File: src/rtl/freq_seg_display_pkg.sv
// Segment constants and display geometry shared by the 7-segment display driver.
// Patterns are active-high abcdefg with bit 0 = segment a.
package dds_disp_pkg;

    localparam int DIGITS = 4;

    localparam logic [6:0] SEG_0     = 7'h3F;
    localparam logic [6:0] SEG_1     = 7'h06;
    localparam logic [6:0] SEG_2     = 7'h5B;
    localparam logic [6:0] SEG_3     = 7'h4F;
    localparam logic [6:0] SEG_4     = 7'h66;
    localparam logic [6:0] SEG_5     = 7'h6D;
    localparam logic [6:0] SEG_6     = 7'h7D;
    localparam logic [6:0] SEG_7     = 7'h07;
    localparam logic [6:0] SEG_8     = 7'h7F;
    localparam logic [6:0] SEG_9     = 7'h6F;
    localparam logic [6:0] SEG_DASH  = 7'h40;
    localparam logic [6:0] SEG_BLANK = 7'h00;

endpackage

File: src/rtl/freq_seg_display_if.sv
// BCD digits from the frequency meter in, multiplexed display pins out.
interface freq_seg_display_if;
    logic [3:0] thou_count;
    logic [3:0] hund_count;
    logic [3:0] ten_count;
    logic [3:0] one_count;
    logic [6:0] seg;
    logic       dp;
    logic [3:0] an;

    modport master (
        output thou_count, hund_count, ten_count, one_count,
        input  seg, dp, an
    );

    modport slave (
        input  thou_count, hund_count, ten_count, one_count,
        output seg, dp, an
    );
endinterface

File: src/rtl/freq_seg_display_bcd_to_seg.sv
// Combinational BCD to active-high 7-segment decoder; codes above 9 show a dash.
module bcd_to_seg
    import dds_disp_pkg::*;
(
    input  logic [3:0] code_i,
    input  logic       blank_i,
    output logic [6:0] seg_o
);

    always_comb begin
        seg_o = SEG_DASH;
        if (blank_i) begin
            seg_o = SEG_BLANK;
        end else begin
            case (code_i)
                4'd0:    seg_o = SEG_0;
                4'd1:    seg_o = SEG_1;
                4'd2:    seg_o = SEG_2;
                4'd3:    seg_o = SEG_3;
                4'd4:    seg_o = SEG_4;
                4'd5:    seg_o = SEG_5;
                4'd6:    seg_o = SEG_6;
                4'd7:    seg_o = SEG_7;
                4'd8:    seg_o = SEG_8;
                4'd9:    seg_o = SEG_9;
                default: seg_o = SEG_DASH;
            endcase
        end
    end

endmodule

File: src/rtl/freq_seg_display.sv
// Time-multiplexed 4-digit 7-segment driver with per-frame digit latching
// and leading-zero blanking.
module freq_seg_display
    import dds_disp_pkg::*;
#(
    parameter int REFRESH_DIV    = 50000,
    parameter bit SEG_ACTIVE_LOW = 1'b1,
    parameter bit AN_ACTIVE_LOW  = 1'b1
) (
    input  logic               clk,
    input  logic               rst,
    freq_seg_display_if.slave  disp
);

    localparam int             PW      = (REFRESH_DIV > 2) ? $clog2(REFRESH_DIV) : 1;
    localparam logic [PW-1:0]  PRE_TC  = PW'(REFRESH_DIV - 1);
    localparam logic [3:0]     AN_OFF  = AN_ACTIVE_LOW  ? 4'hF  : 4'h0;
    localparam logic [6:0]     SEG_OFF = SEG_ACTIVE_LOW ? 7'h7F : 7'h00;
    localparam logic           DP_OFF  = SEG_ACTIVE_LOW;

    logic [PW-1:0] presc_q, presc_d;
    logic [1:0]    idx_q, idx_d;
    logic [15:0]   shadow_q, shadow_d;
    logic [6:0]    seg_q, seg_d;
    logic [3:0]    an_q, an_d;
    logic          dp_q;

    logic          tick, wrap;
    logic [15:0]   incoming, src;
    logic [3:0]    code;
    logic          blank;
    logic [6:0]    pattern;

    assign tick     = (presc_q == PRE_TC);
    assign wrap     = tick && (idx_q == 2'd3);
    assign incoming = {disp.thou_count, disp.hund_count, disp.ten_count, disp.one_count};
    // On the wrap tick the ones slot must already reflect the newly latched reading.
    assign src      = wrap ? incoming : shadow_q;

    always_comb begin
        code  = src[3:0];
        blank = 1'b0;
        case (idx_d)
            2'd0: code = src[3:0];
            2'd1: begin
                code  = src[7:4];
                blank = (src[15:4] == 12'h000);
            end
            2'd2: begin
                code  = src[11:8];
                blank = (src[15:8] == 8'h00);
            end
            2'd3: begin
                code  = src[15:12];
                blank = (src[15:12] == 4'h0);
            end
            default: ;
        endcase
    end

    bcd_to_seg u_dec (
        .code_i  (code),
        .blank_i (blank),
        .seg_o   (pattern)
    );

    always_comb begin
        presc_d  = tick ? '0 : PW'(presc_q + 1'b1);
        idx_d    = tick ? 2'(idx_q + 2'd1) : idx_q;
        shadow_d = wrap ? incoming : shadow_q;
        seg_d    = seg_q;
        an_d     = an_q;
        if (tick) begin
            seg_d = SEG_ACTIVE_LOW ? ~pattern : pattern;
            an_d  = AN_ACTIVE_LOW ? ~(4'b0001 << idx_d) : (4'b0001 << idx_d);
        end
    end

    always_ff @(posedge clk) begin
        if (rst) begin
            presc_q  <= '0;
            idx_q    <= 2'd0;
            shadow_q <= '0;
            seg_q    <= SEG_OFF;
            an_q     <= AN_OFF;
            dp_q     <= DP_OFF;
        end else begin
            presc_q  <= presc_d;
            idx_q    <= idx_d;
            shadow_q <= shadow_d;
            seg_q    <= seg_d;
            an_q     <= an_d;
            dp_q     <= DP_OFF;
        end
    end

    assign disp.seg = seg_q;
    assign disp.an  = an_q;
    assign disp.dp  = dp_q;

endmodule

File: src/flat_wrapper.sv
// flat-port wrapper written by rule: the top's interface ports become plain ports
module freq_seg_display_flat import dds_disp_pkg::*;
#(
    parameter int REFRESH_DIV    = 50000,
    parameter bit SEG_ACTIVE_LOW = 1'b1,
    parameter bit AN_ACTIVE_LOW  = 1'b1
)
  (clk, rst, disp_thou_count, disp_hund_count, disp_ten_count, disp_one_count, disp_seg, disp_dp, disp_an);
  freq_seg_display_if disp_i ();
  input  logic clk;
  input  logic rst;
  input wire logic [$bits(disp_i.thou_count)-1:0] disp_thou_count;
  input wire logic [$bits(disp_i.hund_count)-1:0] disp_hund_count;
  input wire logic [$bits(disp_i.ten_count)-1:0] disp_ten_count;
  input wire logic [$bits(disp_i.one_count)-1:0] disp_one_count;
  output wire logic [$bits(disp_i.seg)-1:0] disp_seg;
  output wire logic [$bits(disp_i.dp)-1:0] disp_dp;
  output wire logic [$bits(disp_i.an)-1:0] disp_an;
  assign disp_i.thou_count = disp_thou_count;
  assign disp_i.hund_count = disp_hund_count;
  assign disp_i.ten_count = disp_ten_count;
  assign disp_i.one_count = disp_one_count;
  assign disp_seg = disp_i.seg;
  assign disp_dp = disp_i.dp;
  assign disp_an = disp_i.an;
  freq_seg_display #(.REFRESH_DIV(REFRESH_DIV), .SEG_ACTIVE_LOW(SEG_ACTIVE_LOW), .AN_ACTIVE_LOW(AN_ACTIVE_LOW)) u_core (.clk(clk), .rst(rst), .disp(disp_i));
endmodule
File: config.mk
export PLATFORM = sky130hd
export DESIGN_NAME = freq_seg_display_flat
export DESIGN_NICKNAME = d
export VERILOG_FILES = /design/src/rtl/freq_seg_display_pkg.sv /design/src/rtl/freq_seg_display_if.sv /design/src/rtl/freq_seg_display_bcd_to_seg.sv /design/src/rtl/freq_seg_display.sv /design/src/flat_wrapper.sv
export SDC_FILE = /design/constraint.sdc
export NUM_CORES = 1
export LEC_CHECK = 0
export ABC_AREA = 1
export CELL_PAD_IN_SITES_DETAIL_PLACEMENT = 1
export CELL_PAD_IN_SITES_GLOBAL_PLACEMENT = 2
export CORE_ASPECT_RATIO = 1.5
export CORE_UTILIZATION = 35
export CTS_BUF_LIST = sky130_fd_sc_hd__clkbuf_2 sky130_fd_sc_hd__clkbuf_4 sky130_fd_sc_hd__clkbuf_8
export DETAILED_ROUTE_END_ITERATION = 6
export PLACE_DENSITY = 0.87
export SYNTH_ARGS = -nofsm -noshare
export SYNTH_HDL_FRONTEND = slang
export SYNTH_SLANG_ARGS = --single-unit
File: constraint.sdc
create_clock -name clk -period 6 [get_ports clk]
set_clock_uncertainty 0.15 [all_clocks]
set_input_delay 1.2 -clock clk [delete_from_list [all_inputs] [get_ports clk]]
set_output_delay 1.2 -clock clk [all_outputs]
set_load 0.1 [all_outputs]
==> results.ini <==
[timing]
setup_tns_ns = 0
drv_slew = 0
rsz0062_at_grt = false
hold_viol_final = 0
finalSetupViolations = 0
tightest_slew_ns = 0.9655
final.min_clock_period_ns = 3.272
fmax_mhz = 305.6
finalCritPeriodShare_pct = 54.53
max_slew_margin_pct = 35.43
finalWorstSetupSlack_ns = 2.728

[placement]
dp_hpwl_um = 5265
gp_congestion = 0.8124
place_ws_ns = 2.360
dpl_cell_area_mm2 = 0.003038
port_buffers = 28

[cts]
cts_sinks = 45
cts_repair_resize_count = 0
clkLatencyLatePin_ns = 0.30
cts_max_level = 2
clockRootBuffer = clkbuf_8
post_cts_buffers = 0
clock_path_buffers = 2
cts_tree = done
path_clk_slew_ns = 0.08
cts_hold_buf = 0
cts_buffers = 5

[critical_path]
cp-startpoint = rst
crit_fanout = 22
cp_common_cell = inv_1
cpPeakStageDelay_ns = 0.81
r2r_start = u_core.idx_q[0]$_SDFF_PP0_
cp-end-kind = flop
crit_arrival_ns = 3.32
crit_required_ns = 6.05
critPathLaunchType = input pin
rrSetupSlack_ns = 3.04
slowest_stage = clkdlybuf4s50_1
critical_path_class = in2reg
path_cells = clkdlybuf4s50_1, nor2_1, inv_1, or2_2, nand2_1, inv_1

[pwr]
leakage_nw = 1.412
finalPower_mw = 0.5507
power-per-cell-area_mw_per_mm2 = 175.3
ir_worst_vdd_mv = 0.1024

[routing]
drc = 0
top_layer = met4
routed_via_density = 4.677
avgRoutedWirePerCell_um = 12.81
vias = 2376
wl_um = 6505
ant_nets = 0
met3_length_um = 123
met2_length_um = 3579
drt_iter0_markers = 85
wl_met1_um = 2746
drt_pass1_iterations = 4

[logic_synthesis]
synth_top_area_share_pct = 33.74
synth_largest_area_cell = dfxtp_1
netlist_top_cells_area = dfxtp_1 34%, nand2_1 12%, inv_1 7.3%
ys_warn_count = 0
ys_seq_area_share_pct = 33.74
netlist_top_cells_count = 83 x nand2_1, 52 x inv_1, 45 x dfxtp_1, 45 x nor2_1, 25 x nand3_1
synth.avg_cell_area_um2 = 7.026
syn_inst = 380
syn-num-nets = 405
ys.flop_type = dfxtp_1
ys_ff_latch = 45
synth.distinct_cells = 33
yosysMostFrequentCell = nand2_1
synth_edf_count = 0
syn_area_mm2 = 0.002670
async_flop_share_pct = 0

[floorplanning]
dieArea_mm2 = 0.007990
start_util_pct = 36.47
dieWidth_um = 73.32
io_pins = 30
rows = 38
die_h_um = 109.0
core_area_mm2 = 0.007322

[finish]
multi_input_comb_area_mm2 = 0.001506
post-route-util_pct = 42.91
area_growth_syn_to_layout_pct = 17.67
drive_gt1_share_pct = 16.42
num-fill-cells = 997
stdcell_area_mm2 = 0.003142
seq_area_um2 = 900.9
fin_nets = 433
antennaDiodeCount = 0

[job]
drv_cap = 0

[global_route]
grt_pass1_vias = 2387
gr-total-overflow = 0
antenna_found_initial = 0
grt_max_degree = 23
track_usage_pct = 18.23
grt_pass1_wl_um = 11030

[worst_hold_path]
hp-class = reg2reg
hp-start = u_core.presc_q[0]$_SDFF_PP0_

[run_status]
status = completed

state kept, by name, summed over array words and instances, names as in the netlist:
name,cells
u_core.presc_q,16
u_core.shadow_q,16
u_core.disp.seg,7
u_core.disp.an,4
u_core.idx_q,2
kinds of logic after synthesis:
| group | synth area share (%) |
|---|---|
| flip-flops | 33.74 |
| other | 0.1404 |
| buffers and inverters | 9.841 |
| AND/OR/NAND/NOR | 45.46 |
| AO/OA/AOI/OAI | 7.545 |
| adder cells (fa/ha/maj) | 3.280 |
layer usage:
| metal | vias to the layer above | track usage [%] |
|---|---|---|
| li1 | 1247 | - |
| met1 | 1099 | 20.44 |
| met2 | 26 | 35.05 |
| met3 | 4 | 2.773 |
| met4 | 0 | 4.533 |
| met5 | - | 0 |
per-stage QoR:
step                instances  hold slack [ns]
floorplan                 380           0.2675
global placement          501           0.2795
detailed placement        501           0.2879
CTS                       508           0.3079
global route              508           0.3204
finish                    508           0.3006
worst max-delay path: cells and delay by family:
kind	cells	cell delay, ns
buffers and inverters	3	1.20
AND/OR/NAND/NOR	3	0.91
cells in the final DEF, fill, tap and decap left out, types with 2 or more instances in the layout:
cell type	netlist	routed
nand2_1	83	83
a21oi_1	18	18
nand2_2	12	12
clkbuf_8	0	5
nor2_1	45	45
o21ai_2	2	2
nand4_1	13	13
nor2_8	3	3
nand3_2	3	3
nand2_4	10	10
nor3_1	6	6
nor4_1	3	3
o21ai_0	10	10
or2_2	5	5
inv_2	8	8
clkdlybuf4s50_1	0	28
nand3_1	25	25
ha_1	7	7
inv_1	52	52
dfxtp_1	45	45
nor2_4	6	6
nor2_2	6	6
o21a_1	2	2
report_power, final:
part	total (mW)	leakage, nW	switching [mW]	internal [mW]
logic	0.0236	0.994	0.0118	0.0118
registers	0.301	0.363	0.00102	0.300
clock network	0.226	0.0540	0.105	0.121
final cells by class:
type | count | area share (%)
repair buffers | 28 | 8.921
flip-flops and latches | 45 | 28.67
clock buffers | 5 | 2.190
well taps | 100 | 3.982
multi-input cells | 268 | 47.95
inverters | 60 | 7.168
clock inverters | 2 | 1.115
final timing paths:
check,to,depth (start not counted)
max,u_core.disp.seg[2]$_SDFFE_PP1N_,6
min,u_core.presc_q[0]$_SDFF_PP0_,1
max reg2reg,u_core.disp.seg[3]$_SDFFE_PP1N_,14
min reg2reg,u_core.presc_q[0]$_SDFF_PP0_,1
No activity file was read; power rests on OpenSTA's default activity.
